File: src/rtl/mpu_pkg.sv
// Shared defaults, phase encoding and instruction-class constants for the
// program controller.
package mpu_pkg;

  localparam int unsigned MPU_ADDR_W      = 10;
  localparam int unsigned MPU_STACK_DEPTH = 16;
  localparam int unsigned MPU_RESET_VEC   = 0;

  localparam logic PH_FETCH = 1'b0;
  localparam logic PH_EXEC  = 1'b1;

  // Instruction class as {reti, ret, call, jump}
  localparam logic [3:0] CLS_JUMP = 4'b0001;
  localparam logic [3:0] CLS_CALL = 4'b0010;
  localparam logic [3:0] CLS_RET  = 4'b0100;
  localparam logic [3:0] CLS_RETI = 4'b1000;

endpackage

File: src/rtl/prog_stack.sv
// Return-stack storage: synchronous write, asynchronous read.
module prog_stack #(
  parameter int unsigned WIDTH = 10,
  parameter int unsigned DEPTH = 16
) (
  input  logic                     clk,
  input  logic                     we,
  input  logic [$clog2(DEPTH)-1:0] waddr,
  input  logic [WIDTH-1:0]         wdata,
  input  logic [$clog2(DEPTH)-1:0] raddr,
  output logic [WIDTH-1:0]         rdata
);

  logic [WIDTH-1:0] mem [DEPTH];

  always_ff @(posedge clk) begin
    if (we) mem[waddr] <= wdata;
  end

  assign rdata = mem[raddr];

endmodule

File: src/rtl/progctl3.sv
// Two-phase program controller: PC sequencing, circular return stack,
// interrupt accept with shadow flags and sticky stack error flags.
module progctl3 import mpu_pkg::*; #(
  parameter int unsigned        ADDR_W      = MPU_ADDR_W,
  parameter int unsigned        STACK_DEPTH = MPU_STACK_DEPTH,
  parameter logic [ADDR_W-1:0]  RESET_VEC   = ADDR_W'(MPU_RESET_VEC),
  parameter logic [ADDR_W-1:0]  INT_VEC     = '1
) (
  input  logic                         clk,
  input  logic                         rst,
  input  logic                         jump,
  input  logic                         call,
  input  logic                         ret,
  input  logic                         reti,
  input  logic                         cond_ok,
  input  logic [ADDR_W-1:0]            target,
  input  logic                         ie_set,
  input  logic                         ie_clr,
  input  logic                         reti_ie,
  input  logic                         interrupt,
  input  logic                         c_in,
  input  logic                         z_in,
  input  logic                         err_clr,
  output logic                         ph,
  output logic [ADDR_W-1:0]            addr,
  output logic                         int_ack,
  output logic                         flg_restore,
  output logic                         c_out,
  output logic                         z_out,
  output logic [$clog2(STACK_DEPTH):0] sp_level,
  output logic                         stk_ovf,
  output logic                         stk_unf
);

  localparam int unsigned PTR_W = $clog2(STACK_DEPTH);
  localparam int unsigned LVL_W = PTR_W + 1;
  localparam logic [LVL_W-1:0] LVL_FULL = LVL_W'(STACK_DEPTH);

  logic              ie;
  logic [PTR_W-1:0]  sp_ptr;
  logic [PTR_W-1:0]  ptr_dec;
  logic [ADDR_W-1:0] pop_data;
  logic [ADDR_W-1:0] next_addr;
  logic [3:0]        cls;
  logic              is_jump, is_call, is_ret, is_reti;
  logic              exec_edge;
  logic              do_push, do_pop;
  logic              stk_full, stk_empty;
  logic              stk_we;

  assign cls       = {reti, ret, call, jump};
  assign is_jump   = |(cls & CLS_JUMP);
  assign is_call   = |(cls & CLS_CALL);
  assign is_ret    = |(cls & CLS_RET);
  assign is_reti   = |(cls & CLS_RETI);
  assign exec_edge = (ph == PH_EXEC);
  assign ptr_dec   = sp_ptr - 1'b1;
  assign stk_full  = (sp_level == LVL_FULL);
  assign stk_empty = (sp_level == '0);

  always_comb begin
    do_push   = 1'b0;
    do_pop    = 1'b0;
    next_addr = addr + 1'b1;
    if (int_ack) begin
      do_push   = exec_edge;
      next_addr = INT_VEC;
    end else if (is_reti) begin
      do_pop    = exec_edge;
      next_addr = pop_data;
    end else if (is_ret && cond_ok) begin
      do_pop    = exec_edge;
      next_addr = pop_data + 1'b1;
    end else if (is_call && cond_ok) begin
      do_push   = exec_edge;
      next_addr = target;
    end else if (is_jump && cond_ok) begin
      next_addr = target;
    end
  end

  // Reset aborts the in-flight push so stack RAM is never written under rst
  assign stk_we = do_push && !rst;

  prog_stack #(
    .WIDTH (ADDR_W),
    .DEPTH (STACK_DEPTH)
  ) u_stack (
    .clk   (clk),
    .we    (stk_we),
    .waddr (sp_ptr),
    .wdata (addr),
    .raddr (ptr_dec),
    .rdata (pop_data)
  );

  always_ff @(posedge clk) begin
    if (rst) begin
      ph          <= PH_FETCH;
      addr        <= RESET_VEC;
      ie          <= 1'b0;
      int_ack     <= 1'b0;
      flg_restore <= 1'b0;
      c_out       <= 1'b0;
      z_out       <= 1'b0;
      sp_level    <= '0;
      sp_ptr      <= '0;
      stk_ovf     <= 1'b0;
      stk_unf     <= 1'b0;
    end else begin
      ph          <= ~ph;
      int_ack     <= (ph == PH_FETCH) && interrupt && ie;
      flg_restore <= 1'b0;
      stk_ovf     <= (stk_ovf && !err_clr) || (do_push && stk_full);
      stk_unf     <= (stk_unf && !err_clr) || (do_pop && stk_empty);
      if (exec_edge) begin
        addr <= next_addr;
        if (int_ack) begin
          ie    <= 1'b0;
          c_out <= c_in;
          z_out <= z_in;
        end else if (is_reti) begin
          ie          <= reti_ie;
          flg_restore <= 1'b1;
        end else if (ie_clr) begin
          ie <= 1'b0;
        end else if (ie_set) begin
          ie <= 1'b1;
        end
        if (do_push) begin
          sp_ptr <= sp_ptr + 1'b1;
          if (!stk_full) sp_level <= sp_level + 1'b1;
        end else if (do_pop) begin
          sp_ptr <= ptr_dec;
          if (!stk_empty) sp_level <= sp_level - 1'b1;
        end
      end
    end
  end

endmodule

File: config.mk
export PLATFORM = sky130hd
export DESIGN_NAME = progctl3
export DESIGN_NICKNAME = d
export VERILOG_FILES = /design/src/rtl/mpu_pkg.sv /design/src/rtl/prog_stack.sv /design/src/rtl/progctl3.sv
export SDC_FILE = /design/constraint.sdc
export NUM_CORES = 1
export LEC_CHECK = 0
export CELL_PAD_IN_SITES_DETAIL_PLACEMENT = 1
export CELL_PAD_IN_SITES_GLOBAL_PLACEMENT = 1
export CORE_AREA = 4 4 186 98
export CTS_CLUSTER_SIZE = 8
export DETAILED_ROUTE_END_ITERATION = 6
export DIE_AREA = 0 0 190 102
export GPL_ROUTABILITY_DRIVEN = 0
export GPL_TIMING_DRIVEN = 0
export PLACE_DENSITY = 0.8
export RECOVER_POWER = 50
export SLEW_MARGIN = 20
export SYNTH_ARGS = -nofsm -noshare
export SYNTH_HDL_FRONTEND = slang
export SYNTH_SLANG_ARGS = --single-unit
File: constraint.sdc
create_clock -name clk -period 4.87 [get_ports clk]
set_clock_uncertainty 0.15 [all_clocks]
set_input_delay 0.7305 -clock clk [delete_from_list [all_inputs] [get_ports clk]]
set_output_delay 0.7305 -clock clk [all_outputs]
set_load 0.01 [all_outputs]
=== Yosys cells after proc, flatten, opt, wreduce, memory -nomap -nowiden ===
Memories as Yosys holds them, arrays and structs flattened.
Cells that the tools add are included.

* Bits in registers: 27
* RAM bits: 160
* Bits of input ports: 24
* Output and inout bits: 22
* Word-level logic and storage cells: 69
* Memories: 1

{| class="wikitable"
|+ Memory list
! memory !! depth !! width !! read ports !! clocked after Yosys merged registers in !! write ports !! RTL line !! source
|-
| u_stack.mem || 16 || 10 || 1 || 0 || 1 || prog_stack.sv:14 || <nowiki>logic [WIDTH-1:0] mem [DEPTH];</nowiki>
|}

* Add/subtract/negate cells: 6
* Eq/ne operators: 3
* Muxes and demuxes: 25
* Bitwise logic cells: 1
* Reduce and logical (&&, ||, !) cells: 22

{| class="wikitable"
|+ Operators by type and width
! kind !! count
|-
| two-way mux 10 bit || 5
|-
| adder 10 x 1 -> 10 bit (second input constant) || 2
|-
| two-way mux 5 bit || 4
|-
| two-way mux 1 bit || 14
|-
| logical AND 1 bit || 10
|-
| two-way mux 4 bit || 2
|-
| AND reduction 2 bit || 3
|-
| adder 5 x 1 -> 5 bit (second input constant) || 1
|-
| equality test 5 bit (second input constant) || 1
|-
| zero test 5 bit || 1
|-
| subtractor 5 x 1 -> 5 bit (second input constant) || 1
|-
| adder 4 x 1 -> 4 bit (second input constant) || 1
|-
| inequality test 2 bit (second input constant) || 2
|-
| AND reduction 4 bit || 1
|-
| nonzero test 4 bit || 1
|-
| subtractor 4 x 1 -> 4 bit (second input constant) || 1
|-
| OR reduction 3 bit || 1
|-
| zero test 1 bit || 2
|-
| logical OR 1 bit || 2
|-
| nonzero test 2 bit || 1
|-
| inverter 1 bit || 1
|}

=== Longest topological paths before layout ===
* Depth after elaboration: 8
* Gate-level depth with buffers: 16
* Depth with buffers taken out: 11

=== Modules after synthesis ===
Synthesis repeated with hierarchy kept, for this count alone.

* Cells, all modules: 514
* Area total of the unflattened synthesis: 7,991.4 um^2

{| class="wikitable"
|+ Modules (own cells, without submodules)
! module !! instances !! cells an instance !! area an instance (um^2) !! sequential area each (um^2)
|-
| prog_stack || 1 || 269 || 6,153.4 || 4,804.6
|-
| progctl3 || 1 || 245 || 1,838.0 || 540.5
|}

=== Least setup slack after synthesis ===
OpenSTA, ideal clock, no wires.

* Kind: register -> register
* Start point: register sp_ptr[0]
* End point: register addr[6]
* Library setup time: 0.091 ns
* Arrival time: 3.638 ns
* Data required time: 4.629 ns
* Path slack: 0.991 ns
* Cell stages (with the launch flop): 16
* Buffers on the path: 5
* Clock period less this slack: 3.879 ns
* Cells stage by stage: dfxtp_1 -> buf_6 -> buf_6 -> buf_4 -> inv_1 -> ha_1 -> clkbuf_1 -> clkbuf_1 -> mux4_1 -> o22ai_1 -> o22ai_1 -> ha_1 -> nand2_1 -> nor2_1 -> or3_1 -> a311oi_1

* Longest elaborated chain between the ends: 6

{| class="wikitable"
|+ RTL lines
! item !! RTL line !! source
|-
| start, declared || progctl3.sv:40 || <nowiki>logic [PTR_W-1:0] sp_ptr;</nowiki>
|-
| start signal, assigned || progctl3.sv:131 || <nowiki>sp_ptr <= sp_ptr + 1'b1;</nowiki>
|-
| start signal, assigned || progctl3.sv:134 || <nowiki>sp_ptr <= ptr_dec;</nowiki>
|-
| subtractor 4 x 1 -> 4 bit (*) || progctl3.sv:57 || <nowiki>assign ptr_dec = sp_ptr - 1'b1;</nowiki>
|-
| memory (16 x 10 bit) (*) || - ||
|-
| adder 10 x 1 -> 10 bit || progctl3.sv:73 || <nowiki>next_addr = pop_data + 1'b1;</nowiki>
|-
| two-way mux 10 bit || progctl3.sv:71 || <nowiki>end else if (is_ret && cond_ok) begin</nowiki>
|-
| two-way mux 10 bit (*) || progctl3.sv:68 || <nowiki>end else if (is_reti) begin</nowiki>
|-
| two-way mux 10 bit (*) || progctl3.sv:65 || <nowiki>if (int_ack) begin</nowiki>
|-
| end signal, assigned || progctl3.sv:117 || <nowiki>addr <= next_addr;</nowiki>
|-
| end, declared || progctl3.sv:25 || <nowiki>output logic [ADDR_W-1:0] addr,</nowiki>
|}

Every way passes the cells marked *; elsewhere a longest branch is shown, timed or not.
A chain may end at the register's enable or synchronous reset.

=== Worst setup path in the final report ===
Same ends and word-level chain as after synthesis.

==> metrics.txt <==
Die ar.=about 19000 µm²; FF-to-FF End=addr[6]; CTS clk-pin slew, worst paths=roughly 0.070 ns; clock root buffer master=clkbuf_16; leading post-synthesis cells by cell area=edfxtp_1 59%, mux4_2 9.4%, dfxtp_1 6.6%; crit-path cells=buf_6 > buf_6 > buf_4 > inv_1 > ha_2 > clkbuf_4 > clkbuf_4 > buf_4 > nand2_1 > o22ai_1 > o22ai_1 > ha_1 > nand2_1 > nor2_1 > or3_1 > a311oi_1; Max VDD drop=between 0.2 and 0.3 mV; total of max-cap violations=0; Post-Syn Area per Cell=15.3 µm²; Port Buffers=43; Netlist cell types=54; grt total ovfl=0; Startpoint Class=flip-flop; status=completed; ANT nets after route=0; worst-path maximum fanout=10; Register Area=~5300 µm²; Gate power share=between 20% and 30%; crit-path max cell delay=between 0.4 and 0.5 ns; total track usage=roughly a quarter; worst slew pin tran=between 1 and 1.5 ns; Hold Path Depth=2; core area=16800 µm²; Sw Ratio=roughly 28%; multi-input logic area=~2700 µm²; Flop pwr share=45.0%; DR top layer=met4; final hold slack=0.303 ns; worst hold path type=reg -> reg; WL/cell=about 27 µm; n_diodes=0; Metal-1 WL=around 10000 µm; Die X=about 190 µm; chip height=102 µm; most frequent cells in the layout=160 x edfxtp_1, 53 x nor2_1, 34 x mux4_2; Hold Crit Start=c_out; share of the yosys chip area belonging to registers=65.5%; Bufs on Longest Clock Path=2; Yosys top cell area share=58.9%; Crit. End Element=flip-flop; Synth Net Count=around 570; Pint=~3.0 mW; PD cells=434 nW/µm²; pin count of the biggest net entering global routing=24; I/O Pins=46; Finished Cell Area=9590 µm²; first-pass GRT wire length=34100 µm; vias per inst=slightly above 6; Yosys reg bits=~190; post-CTS setup repair buffer count=0; Initial Utilization=between 40% and 50%; critical path arrival=between 4 and 5 ns; type of the worst setup path=reg -> reg; Clock Latency Late Sink=0.44 ns; Clk network pwr share=roughly a third; DRT iter0 DRCs=between 500 and 600; mapped cell area=8160 µm²; reg-to-reg critical path startpoint=sp_ptr[0]; vias in the first global route=~5200; crit path time final=between 4 and 5 ns; hold_buf cts=0; Area growth syn-to-layout=17.6%; hold worst-path end=c_out; Inserted Clock Buffers=17; remaining design rule violation count=0; Static Leak=3.19 nW; NetSw=1.18 mW; YS warnings=0; DPL Wire Length=about 16000 µm; leading cell type in the layout, fill and taps excluded=edfxtp_1; Power Total=roughly 4.2 mW; fillers=~1600; Synth Instances=approximately 530; layout cells sized above 1=between 15 and 20%; critical path's top delay family=buffers and inverters; Placed Area=about 9000 µm²; top cell type by total area after synthesis=edfxtp_1; Worst Path Buf+Inv=7; Final Hold Vio Count=0; Post-layout nets=about 630; # rows=34; Total Wirelength=about 23000 µm; final count of pins violating max slew=0; CTS sink count=187; CTS tree=yes; worst reg-to-reg setup slack=about 0.22 ns; initial antenna violation count=0; met3 wire length=about 2500 µm; Worst slew margin=28.0%; Vias=5197; Pre-antenna DRT Iters=5; Req. time, crit path=approximately 5.1 ns; Final setup viols=0; Max Freq=around 220 MHz; H-tree levels=4; CP max-delay cell=ha_2; final period utilization=95.5%; DR WL met2=about 10000 µm; Reg2Reg Depth=16; RSZ-0062 raised after global routing=false
[cells by family after synthesis]
kind of cell             synth area share (%)
XOR/XNOR                                 2.22
flip-flops                               65.5
adder cells (fa/ha/maj)                  1.63
AO/OA/AOI/OAI                            6.38
multiplexers                             14.2
buffers and inverters                    1.99
AND/OR/NAND/NOR                          8.07
[synth_stat cells (all sizes together)]
cell type  instances
a41oi              1
and3               2
or3                2
nand3              8
nand3b             2
mux4              37
xnor2             10
fa                 1
o21bai             1
a31o               1
nor2b              2
a311oi             2
mux2               9
edfxtp           160
a21oi             22
o21a               5
clkinv             1
nand2b             3
a31oi              2
o22ai              4
and2               2
o31ai              3
o21ai             10
a221oi             3
ha                 9
a211oi            11
inv                4
nor3              14
nand4              3
o311a              1
a2111o             3
dfxtp             27
nor4bb             1
nor3b              6
nor4               3
xor2               9
and4               2
buf               14
a21o               3
clkbuf            13
nor2              62
a22oi              3
mux2i             21
nand2             29
o211ai             3
[state kept, by name, indices dropped and copies added (netlist names)]
| signal | flops |
|---|---|
| u_stack.mem | 160 |
| addr | 10 |
| sp_level | 5 |
| sp_ptr | 4 |
| c_out | 1 |
| flg_restore | 1 |
| ie | 1 |
| int_ack | 1 |
| ph | 1 |
| stk_ovf | 1 |
| stk_unf | 1 |
| z_out | 1 |
[power groups by stage]
stage / combinational (mW) / sequential [mW] / clock [mW]
after floorplan: 0.531 / 1.88 / 0
after global placement: 0.773 / 1.90 / 0
after detailed placement: 0.810 / 1.91 / 0
after CTS: 0.827 / 1.87 / 1.46
after global routing: 0.898 / 1.88 / 1.53
final: 0.845 / 1.87 / 1.44
[how the worst max path moves through the flow]
stage	start	endpoint	slack [ns]	cells past startpoint
2_1_floorplan	sp_ptr[0]	addr[6]	0.99	15
3_3_place_gp	sp_ptr[0]	addr[6]	-0.29	15
3_5_place_dp	sp_ptr[0]	addr[6]	-0.51	15
4_1_cts	sp_ptr[0]	addr[6]	0.06	15
5_1_grt	sp_ptr[0]	addr[6]	0.02	15
6_report	sp_ptr[0]	addr[6]	0.22	16
[tightest hold or removal path: stages (launching register included)]
cell and delay, ns:
dfxtp_1 0.31, nand2_1 0.05, a21oi_1 0.05
[layout make-up]
class	count	area share, %
clock inverters	13	1.83
multi-input cells	315	28.2
inverters	5	0.196
clock buffers	18	4.47
well taps	234	3.05
flip-flops and latches	187	55.7
plain buffers	27	1.67
repair buffers	47	4.88
[timing repair]
action | in CTS | in global routing
pin swaps | 0 | 0
setup endpoints to repair | 9 | 5
endpoints found under the hold margin | 0 | 0
gates resized for setup | 5 | 9
[routing by layer]
| metal | GRT usage, % | vias up |
|---|---|---|
| met1 | 37.4 | 2670 |
| li1 | - | 2223 |
| met3 | 7.61 | 28 |
| met2 | 35.9 | 276 |
| met5 | 0 | - |
| met4 | 5.22 | 0 |
[stage by stage]
stage / utilization, % / cells / TNS [ns] / worst slack, ns
floorplan: - / 534 / 0 / 0.991
global placement: 52.8 / 811 / -10.31 / -0.286
detailed placement: 53.3 / 815 / -2.33 / -0.514
CTS: 56.9 / 846 / 0 / 0.0596
global route: 57.1 / 846 / 0 / 0.0164
finish: 57.1 / 846 / 0 / 0.220
No activity file was read; power rests on OpenSTA's default activity.
